[src/rtl/store_buffer.sv]
// -----------------------------------------------------------------------------
// store_buffer
//
// In-order, two-lane store buffer placed in front of a dual-port data memory.
// Up to two stores per cycle are queued in a circular FIFO. Entries drain into
// whichever memory ports are not claimed by loads that cycle, oldest entry
// first. Loads receive data forwarded from the youngest matching buffered
// store. A load that only partially overlaps a buffered word raises a stall.
//
// Store handshake: o_StReady is a pure function of the registered entry count.
// When it is high, any lane whose i_StValidn is high is accepted at the next
// posedge, two stores at most. When it is low, the valids are ignored. There
// is no other flow control on the store side.
//
// Ports
//   clk, rst_n                     clock, asynchronous active-low reset
//   i_StValid1/2, i_StAddr1/2,
//   i_StData1/2                    store requests; lane 1 is older
//   o_StReady                      room for two stores this cycle
//   i_LdValid1/2, i_LdAddr1/2      load requests; a valid load owns its port
//   o_LdData1/2                    forwarded data or memory read data
//   o_LdStall                      a load partially overlaps a buffered store
//   o_Address1/2, o_WriteData1/2,
//   o_WE1/2                        memory port address / write data / enable
//   i_RD1/2                        memory read data (combinational)
//   o_Empty                        no queued entries
// -----------------------------------------------------------------------------
module store_buffer #(
  parameter int D_WIDTH = 32,
  parameter int DEPTH   = 4
) (
  input  logic               clk,
  input  logic               rst_n,
  input  logic               i_StValid1,
  input  logic               i_StValid2,
  input  logic [D_WIDTH-1:0] i_StAddr1,
  input  logic [D_WIDTH-1:0] i_StAddr2,
  input  logic [D_WIDTH-1:0] i_StData1,
  input  logic [D_WIDTH-1:0] i_StData2,
  output logic               o_StReady,
  input  logic               i_LdValid1,
  input  logic               i_LdValid2,
  input  logic [D_WIDTH-1:0] i_LdAddr1,
  input  logic [D_WIDTH-1:0] i_LdAddr2,
  output logic [D_WIDTH-1:0] o_LdData1,
  output logic [D_WIDTH-1:0] o_LdData2,
  output logic               o_LdStall,
  output logic [D_WIDTH-1:0] o_Address1,
  output logic [D_WIDTH-1:0] o_Address2,
  output logic [D_WIDTH-1:0] o_WriteData1,
  output logic [D_WIDTH-1:0] o_WriteData2,
  output logic               o_WE1,
  output logic               o_WE2,
  input  logic [D_WIDTH-1:0] i_RD1,
  input  logic [D_WIDTH-1:0] i_RD2,
  output logic               o_Empty
);

  localparam int PW = (DEPTH > 1) ? $clog2(DEPTH) : 1;
  localparam int CW = PW + 1;
  localparam logic [CW-1:0] CNT_READY_MAX = CW'(DEPTH - 2);

  // FIFO storage and bookkeeping
  logic [D_WIDTH-1:0] addr_q [DEPTH];
  logic [D_WIDTH-1:0] data_q [DEPTH];
  logic [PW-1:0]      head_q, head_d;
  logic [PW-1:0]      tail_q, tail_d;
  logic [CW-1:0]      count_q, count_d;

  logic               st_ready;
  logic               acc1, acc2;
  logic [PW-1:0]      wr_idx2;
  logic [1:0]         n_acc, n_drain;
  logic               drain1, drain2;
  logic [PW-1:0]      drain_idx1, drain_idx2;

  // Entries listed by age: index 0 is the oldest (head).
  logic [PW-1:0]      age_idx [DEPTH];
  logic [DEPTH-1:0]   age_vld;

  logic               hit1, hit2, part1, part2;
  logic [D_WIDTH-1:0] fwd1, fwd2;

  // True when the two addresses are 1..3 bytes apart in either direction,
  // i.e. the load word straddles a buffered word without matching it.
  function automatic logic near_miss(input logic [D_WIDTH-1:0] a,
                                     input logic [D_WIDTH-1:0] b);
    logic [D_WIDTH-1:0] d_ab;
    logic [D_WIDTH-1:0] d_ba;
    d_ab = a - b;
    d_ba = b - a;
    return ((d_ab != '0) && (d_ab < D_WIDTH'(4))) ||
           ((d_ba != '0) && (d_ba < D_WIDTH'(4)));
  endfunction

  // ---------------------------------------------------------------------------
  // Enqueue: acceptance depends only on the registered count, so a store can
  // never land on an entry that is still queued, even with no drain.
  // ---------------------------------------------------------------------------
  assign st_ready = (count_q <= CNT_READY_MAX);
  assign acc1     = i_StValid1 & st_ready;
  assign acc2     = i_StValid2 & st_ready;
  // Lane 2 takes the tail slot itself when lane 1 is idle.
  assign wr_idx2  = tail_q + PW'(acc1);
  assign n_acc    = {1'b0, acc1} + {1'b0, acc2};

  // ---------------------------------------------------------------------------
  // Port allocation: a free port drains, and the oldest entry goes to the
  // lowest-numbered free port. With both ports draining, head+1 lands on
  // port 2, and port 2 wins on overlap in the memory, so program order holds.
  // ---------------------------------------------------------------------------
  always_comb begin
    drain1     = 1'b0;
    drain2     = 1'b0;
    drain_idx1 = head_q;
    drain_idx2 = head_q;
    if (!i_LdValid1 && (count_q != '0)) begin
      drain1 = 1'b1;
    end
    if (!i_LdValid2) begin
      if (drain1) begin
        if (count_q >= CW'(2)) begin
          drain2     = 1'b1;
          drain_idx2 = head_q + PW'(1);
        end
      end else if (count_q != '0) begin
        drain2 = 1'b1;
      end
    end
  end

  assign n_drain = {1'b0, drain1} + {1'b0, drain2};
  assign head_d  = head_q + PW'(n_drain);
  assign tail_d  = tail_q + PW'(n_acc);
  assign count_d = count_q + CW'(n_acc) - CW'(n_drain);

  always_ff @(posedge clk or negedge rst_n) begin
    if (!rst_n) begin
      head_q  <= '0;
      tail_q  <= '0;
      count_q <= '0;
      for (int i = 0; i < DEPTH; i++) begin
        addr_q[i] <= '0;
        data_q[i] <= '0;
      end
    end else begin
      head_q  <= head_d;
      tail_q  <= tail_d;
      count_q <= count_d;
      if (acc1) begin
        addr_q[tail_q] <= i_StAddr1;
        data_q[tail_q] <= i_StData1;
      end
      if (acc2) begin
        addr_q[wr_idx2] <= i_StAddr2;
        data_q[wr_idx2] <= i_StData2;
      end
    end
  end

  // ---------------------------------------------------------------------------
  // Forwarding: only entries that were queued before this edge take part,
  // including ones that drain in this same cycle.
  // ---------------------------------------------------------------------------
  always_comb begin
    for (int i = 0; i < DEPTH; i++) begin
      age_idx[i] = head_q + PW'(i);
      age_vld[i] = (CW'(i) < count_q);
    end
  end

  // Scan from oldest to youngest so the youngest exact match wins.
  always_comb begin
    hit1  = 1'b0;
    hit2  = 1'b0;
    part1 = 1'b0;
    part2 = 1'b0;
    fwd1  = '0;
    fwd2  = '0;
    for (int i = 0; i < DEPTH; i++) begin
      if (age_vld[i]) begin
        if (addr_q[age_idx[i]] == i_LdAddr1) begin
          hit1 = 1'b1;
          fwd1 = data_q[age_idx[i]];
        end else if (near_miss(i_LdAddr1, addr_q[age_idx[i]])) begin
          part1 = 1'b1;
        end
        if (addr_q[age_idx[i]] == i_LdAddr2) begin
          hit2 = 1'b1;
          fwd2 = data_q[age_idx[i]];
        end else if (near_miss(i_LdAddr2, addr_q[age_idx[i]])) begin
          part2 = 1'b1;
        end
      end
    end
  end

  // An exact match takes priority over a partial overlap with another entry.
  assign o_LdStall = (i_LdValid1 & part1 & ~hit1) | (i_LdValid2 & part2 & ~hit2);
  assign o_LdData1 = (i_LdValid1 & hit1) ? fwd1 : i_RD1;
  assign o_LdData2 = (i_LdValid2 & hit2) ? fwd2 : i_RD2;

  // ---------------------------------------------------------------------------
  // Memory port drive: a load owns its port; otherwise a drain or idle (0).
  // ---------------------------------------------------------------------------
  always_comb begin
    o_Address1   = '0;
    o_WriteData1 = '0;
    o_WE1        = 1'b0;
    o_Address2   = '0;
    o_WriteData2 = '0;
    o_WE2        = 1'b0;
    if (i_LdValid1) begin
      o_Address1 = i_LdAddr1;
    end else if (drain1) begin
      o_Address1   = addr_q[drain_idx1];
      o_WriteData1 = data_q[drain_idx1];
      o_WE1        = 1'b1;
    end
    if (i_LdValid2) begin
      o_Address2 = i_LdAddr2;
    end else if (drain2) begin
      o_Address2   = addr_q[drain_idx2];
      o_WriteData2 = data_q[drain_idx2];
      o_WE2        = 1'b1;
    end
  end

  assign o_StReady = st_ready;
  assign o_Empty   = (count_q == '0);

endmodule

[config.mk]
export PLATFORM = sky130hd
export DESIGN_NAME = store_buffer
export DESIGN_NICKNAME = d
export VERILOG_FILES = /design/src/rtl/store_buffer.sv
export SDC_FILE = /design/constraint.sdc
export NUM_CORES = 2
export LEC_CHECK = 0
export ABC_AREA = 0
export CORE_AREA = 2 2 415 417
export DETAILED_ROUTE_END_ITERATION = 10
export DIE_AREA = 0 0 417 419
export HOLD_SLACK_MARGIN = 0.03
export MAX_ROUTING_LAYER = met4
export PLACE_DENSITY = 0.56
export SETUP_SLACK_MARGIN = 0.4
export SLEW_MARGIN = 0
export SYNTH_ARGS = -nofsm -noshare
export SYNTH_HDL_FRONTEND = slang
export SYNTH_SLANG_ARGS = --single-unit
[constraint.sdc]
create_clock -name clk -period 8.9 [get_ports clk]
set_input_delay 0.89 -clock clk [delete_from_list [all_inputs] [get_ports clk]]
set_output_delay 0.89 -clock clk [all_outputs]
set_load 0.005 [all_outputs]
Word-level counts from Yosys, hierarchy flattened --
Index checks and enable logic that the tools add are counted.
Operators by class: $add $sub $neg 26, $mul 0, divide/modulo/power cells 0, order comparisons 31, equal/unequal tests 8, shift operators 0, multiplexer cells 120, bitwise logic cells 18, reduce and logical (&&, ||, !) cells 46
Operators by type and width (number):
- 2-to-1 mux 32 bit | 48
- binary-select mux 32 bit (select 2 bit) | 10
- bitwise mux 128 bit | 4
- less-than comparator 32 x 3 -> 1 bit (second input constant) | 16
- 2-to-1 mux 128 bit | 4
- nonzero test 32 bit | 16
- subtractor 32 bit | 16
- == test 32 bit | 8
- demux 32 bit (select 2 bit) | 2
- 2-to-1 mux 1 bit | 49
- greater-or-equal comparator 3 bit (second input constant) | 7
- inverter 2 -> 3 bit | 7
- logical AND 1 bit | 19
- AND 1 bit | 8
- logical OR 1 bit | 8
- less-than comparator 1 x 3 -> 1 bit (first input constant) | 2
- less-than comparator 2 x 3 -> 1 bit (first input constant) | 2
- less-than comparator 3 x 1 -> 1 bit (second input constant) | 2
- 2-to-1 mux 2 bit | 3
- adder 1 x 1 -> 2 bit | 2
- adder 2 bit | 2
- adder 2 bit (second input constant) | 2
- adder 3 x 2 -> 3 bit | 1
- greater-or-equal comparator 3 x 2 -> 1 bit (second input constant) | 1
- 9 further kinds | 10
Word-level totals: register bits after elaboration 263, latch bits 0, bits in writable memories 0, ROM bits 0, input bits 262, output and inout port bits 197, memories kept 0

Logic depth before layout (Yosys ltp) --
word-level depth 23, depth in mapped cells 26

Worst setup path after synthesis --
OpenSTA, ideal clock, no wires.
path kind flip-flop to output port, start register head_q[0] (netlist: drain_idx1[0]), end output port o_LdStall, arrival time 6.129 ns, data required time 8.010 ns, setup slack 1.881 ns, stages on the path, launching flop included 26, cells stage by stage dfrtp_1 buf_6 clkbuf_1 clkbuf_1 buf_1 buf_1 clkbuf_1 mux2i_1 nand2_1 o21ai_0 inv_1 ha_1 clkbuf_1 nand2_1 o21ba_2 nand3_1 o221ai_1 or4b_1 nor4_1 o2111ai_1 or4_1 nor4_1 nand4_1 o221ai_1 a2111oi_1 o211ai_1
On the way: longest elaborated chain between the ends 23
RTL lines:
- start: declaration | RTL line 66 | logic [PW-1:0] head_q, head_d;
- start signal: assignment | RTL line 139 | head_q <= '0;
- start signal: assignment | RTL line 147 | head_q <= head_d;
- inverter 2 -> 3 bit (not written as such)
- binary-select mux 32 bit (select 2 bit)
- 2-to-1 mux 32 bit (not written as such) (2 in a row)
- subtractor 32 bit, on equally long branches | RTL line 90, 91
- less-than comparator 32 x 3 -> 1 bit (tied with other cells) | RTL line 92 | return ((d_ab != '0) && (d_ab < D_WIDTH'(4))) ||
- logical AND 1 bit, on equally long branches | RTL line 92, 93
- logical OR 1 bit | RTL line 92
- 2-to-1 mux 1 bit, on equally long branches | RTL line 185, 191
- (+5 left out)
- 2-to-1 mux 1 bit, on equally long branches | RTL line 185, 191
- 2-to-1 mux 1 bit, on equally long branches | RTL line 182, 188
- 2-to-1 mux 1 bit | RTL line 181 | if (age_vld[i]) begin
- 2-to-1 mux 1 bit, on equally long branches | RTL line 185, 191
- 2-to-1 mux 1 bit, on equally long branches | RTL line 182, 188
- 2-to-1 mux 1 bit | RTL line 181
- AND 1 bit (2 in a row) | RTL line 199 | assign o_LdStall = (i_LdValid1 & part1 & ~hit1) | (i_LdValid2 & part2 & ~hit2);
- OR 1 bit * | RTL line 199
- end: declaration | RTL line 47 | output logic o_LdStall,
Every way passes the cells marked *; elsewhere a longest branch is shown, timed or not. The select of a mux whose other input is x is not followed.

Worst setup path in the final report --
Same ends and word-level chain as after synthesis.

==> metrics.cfg <==
[global_route]
track_usage_pct = 37.8
antenna_found_initial = 41
grt_pass1_vias = 59300
grt_max_degree = 123
grt_overflow = 0
grt_pass1_wl_um = 458000
use_met1_pct = 43.3
use_met3_pct = 6.30
top_usage_layer = met2
use_met2_pct = 61.3

[critical_path]
critPathSlowestCell = a2111oi_0
path_depth = 28
r2r_cells = 11
critPathTopFamily = buffers and inverters
path_common_cell = buf_4
ff2ff_setup_slack_ns = 4.25
crit_arrival_ns = 7.59
cp_max_fo = 11
cp.required_ns = 8.01
critPathKind = reg -> out
critPathLaunchType = flop
crit-reg2reg-launch = count_q[1]$_DFF_PN0_
end_kind = primary output
max_stage_delay_ns = 0.58
r2r-end = addr_q[37]$_DFF_PN0_
path_buf_inv = 11

[finish]
nets = 8593
finalInstanceArea_um2 = 63400
area_growth_pct = 25.0
stdcell_count = 10100
drive_gt1_share_pct = 14.6
n_fill_cell = 18100

[detailed_routing]
ant_nets = 0
wl_per_cell_um = 33.2
drt-initial-drc-count = 7379
dr.pass1.iters = 8
vias = 61700
drc = 0
via_per_inst = 6.11
wl_um = 335000

[clock_network]
clk_pin_slew_ns = 0.08
cts-root-buf = clkbuf_16
cts_buffers = 31
ctsHoldBuffers = 0
htree_num_levels = 1
cts.path.max_buffers = 3
cts_tree = done
clock_latency_ns = 0.67
clock-sinks = 263

[synth]
synth_seq_area_share_pct = 13.0
synth.avg_cell_area_um2 = 7.12
synthMuxAreaShare_pct = 14.9
synth-simple-area-share_pct = 20.3
yosys-top-cells-area = dfrtp_1, ha_1, a21oi_1
synthFlopType = dfrtp_1
yosys_warnings = 0
synth_edf_count = 0
ys_ff_latch = 263
synth-xor-area-share_pct = 4.61
synth_nets = 7899
synth_area_leader_cell = dfrtp_1
synth_cell_types = 82
yosys.area.top_type_share_pct = 13.0
syn_inst = 7130
synthAdderAreaFrac_pct = 12.5
syn_area_um2 = 50700
synth_top_family_by_area = compound AO/OA/AOI/OAI gates
synth-compound-area-share_pct = 28.7
synthArstFlopShare_pct = 100

[timing]
slew_violations = 0
period_share_pct = 95.3
setup-tns-final_ns = 0
fin_crit_ns = 8.48
rsz0062_at_grt = no
maxSlewHeadroom_pct = 14.3
setup_viol = 0
tightest_slew_ns = 1.28
fmax_mhz = 118
fin_skew_ns = 0.0184
hold_violations = 0

[hold_path]
hp-class = in -> async

[floorplan]
ios = 459
die-area_um2 = 175000
die_x_um = 417
row_count = 152
core_um2 = 171000
fp.dieH_um = 419
initial_utilization_pct = 29.7

[placed_design]
gp_congestion = 1.10
dp.cells = 10000
postPlaceCellArea_um2 = 61700
dp_hpwl_um = 277000
io_buffers = 458

[job]
drv_cap = 0

[status]
status = completed

## worst max-delay path by stage
stage	startpoint	to	slack, ns
4_1_cts	drain_idx1[0]$_DFF_PN0_	o_LdStall	0.41
2_1_floorplan	drain_idx1[0]$_DFF_PN0_	o_LdStall	1.88
6_report	drain_idx1[0]$_DFF_PN0_	o_LdStall	0.42
5_1_grt	drain_idx1[0]$_DFF_PN0_	o_LdStall	0.35
3_5_place_dp	drain_idx1[0]$_DFF_PN0_	o_LdStall	0.42
3_3_place_gp	drain_idx1[0]$_DFF_PN0_	o_LdStall	0.30
## cell usage after synthesis, types with 40 or more instances
master / n
nand2_1: 648
or2_2: 50
nor4_1: 98
nor2_1: 795
xor2_1: 126
ha_1: 505
mux2i_1: 458
nor3_1: 117
a31oi_1: 61
inv_1: 307
and2_1: 55
o211ai_1: 47
mux2_2: 134
o2111ai_1: 40
nand4_1: 130
or3_1: 40
xnor2_1: 138
o21a_1: 74
nand3_1: 127
buf_1: 59
dfrtp_1: 263
o21ai_0: 517
mux4_2: 66
o21bai_1: 57
a211oi_1: 91
a21o_1: 135
a21oi_1: 972
clkbuf_1: 438
o31ai_1: 60
## final cells by class
| cell class | instances | area, µm² | area share, % |
|---|---|---|---|
| multi-input cells | 6061 | 41700 | 65.8 |
| repair buffers | 1159 | 10000 | 15.8 |
| flip-flops and latches | 263 | 6590 | 10.4 |
| well taps | 2233 | 2790 | 4.41 |
| inverters | 308 | 1170 | 1.85 |
| clock buffers | 37 | 838 | 1.32 |
| clock inverters | 21 | 200 | 0.316 |
| diodes | 27 | 67.6 | 0.107 |
## per-layer routing
metal	up-vias	routed length, µm
met5	-	0
met4	0	27400
met3	878	26300
met2	3344	154000
met1	30100	128000
li1	27500	-
## stage by stage
step                      setup slack, ns  hold WS [ns]  util [%]
final                               0.419         0.216      37.2
after global routing                0.349         0.283      37.2
after CTS                           0.407         0.286      36.9
after detailed placement            0.424         0.510      36.2
after global placement              0.296         0.511      36.2
after floorplan                      1.88         0.501         -
## registers in the layout (all words and copies together), names as in the netlist
register and flops:
addr_q 128, data_q 128, count_q 3, drain_idx1 2
tail_q 2
## what timing repair did
item                                   CTS  global route
endpoints found under the hold margin    0             0
buffers inserted                         7             0
pin swaps                                1             5
gates cloned                             0             1
setup endpoints to repair                3             1
gates resized for setup                 52            86
## cell usage in the layout, fill, tap and decap left out, drive strengths merged, types with 126 or more instances in the layout
cell type,synthesis,final
nand4,130,130
a21o,135,135
dfrtp,263,263
mux2i,458,458
a21oi,972,972
nand3,127,127
clkdlybuf4s50,0,455
nor2,796,796
buf,60,703
nand2,648,648
xor2,126,126
inv,307,310
xnor2,139,139
ha,505,505
o21ai,520,520
mux2,134,134
## kinds of logic (layout without fill, tap and decap cells)
kind of cell | after synthesis | count (layout)
AO/OA/AOI/OAI | 2386 | 2386
multiplexers | 658 | 658
adder cells (fa/ha/maj) | 507 | 507
flip-flops | 263 | 263
XOR/XNOR | 265 | 265
other | 0 | 27
AND/OR/NAND/NOR | 2245 | 2245
buffers and inverters | 806 | 1525
Power is left out: the tool's default activity adds up to more than one toggle a clock period on the data nets, which glitch-free logic cannot reach.
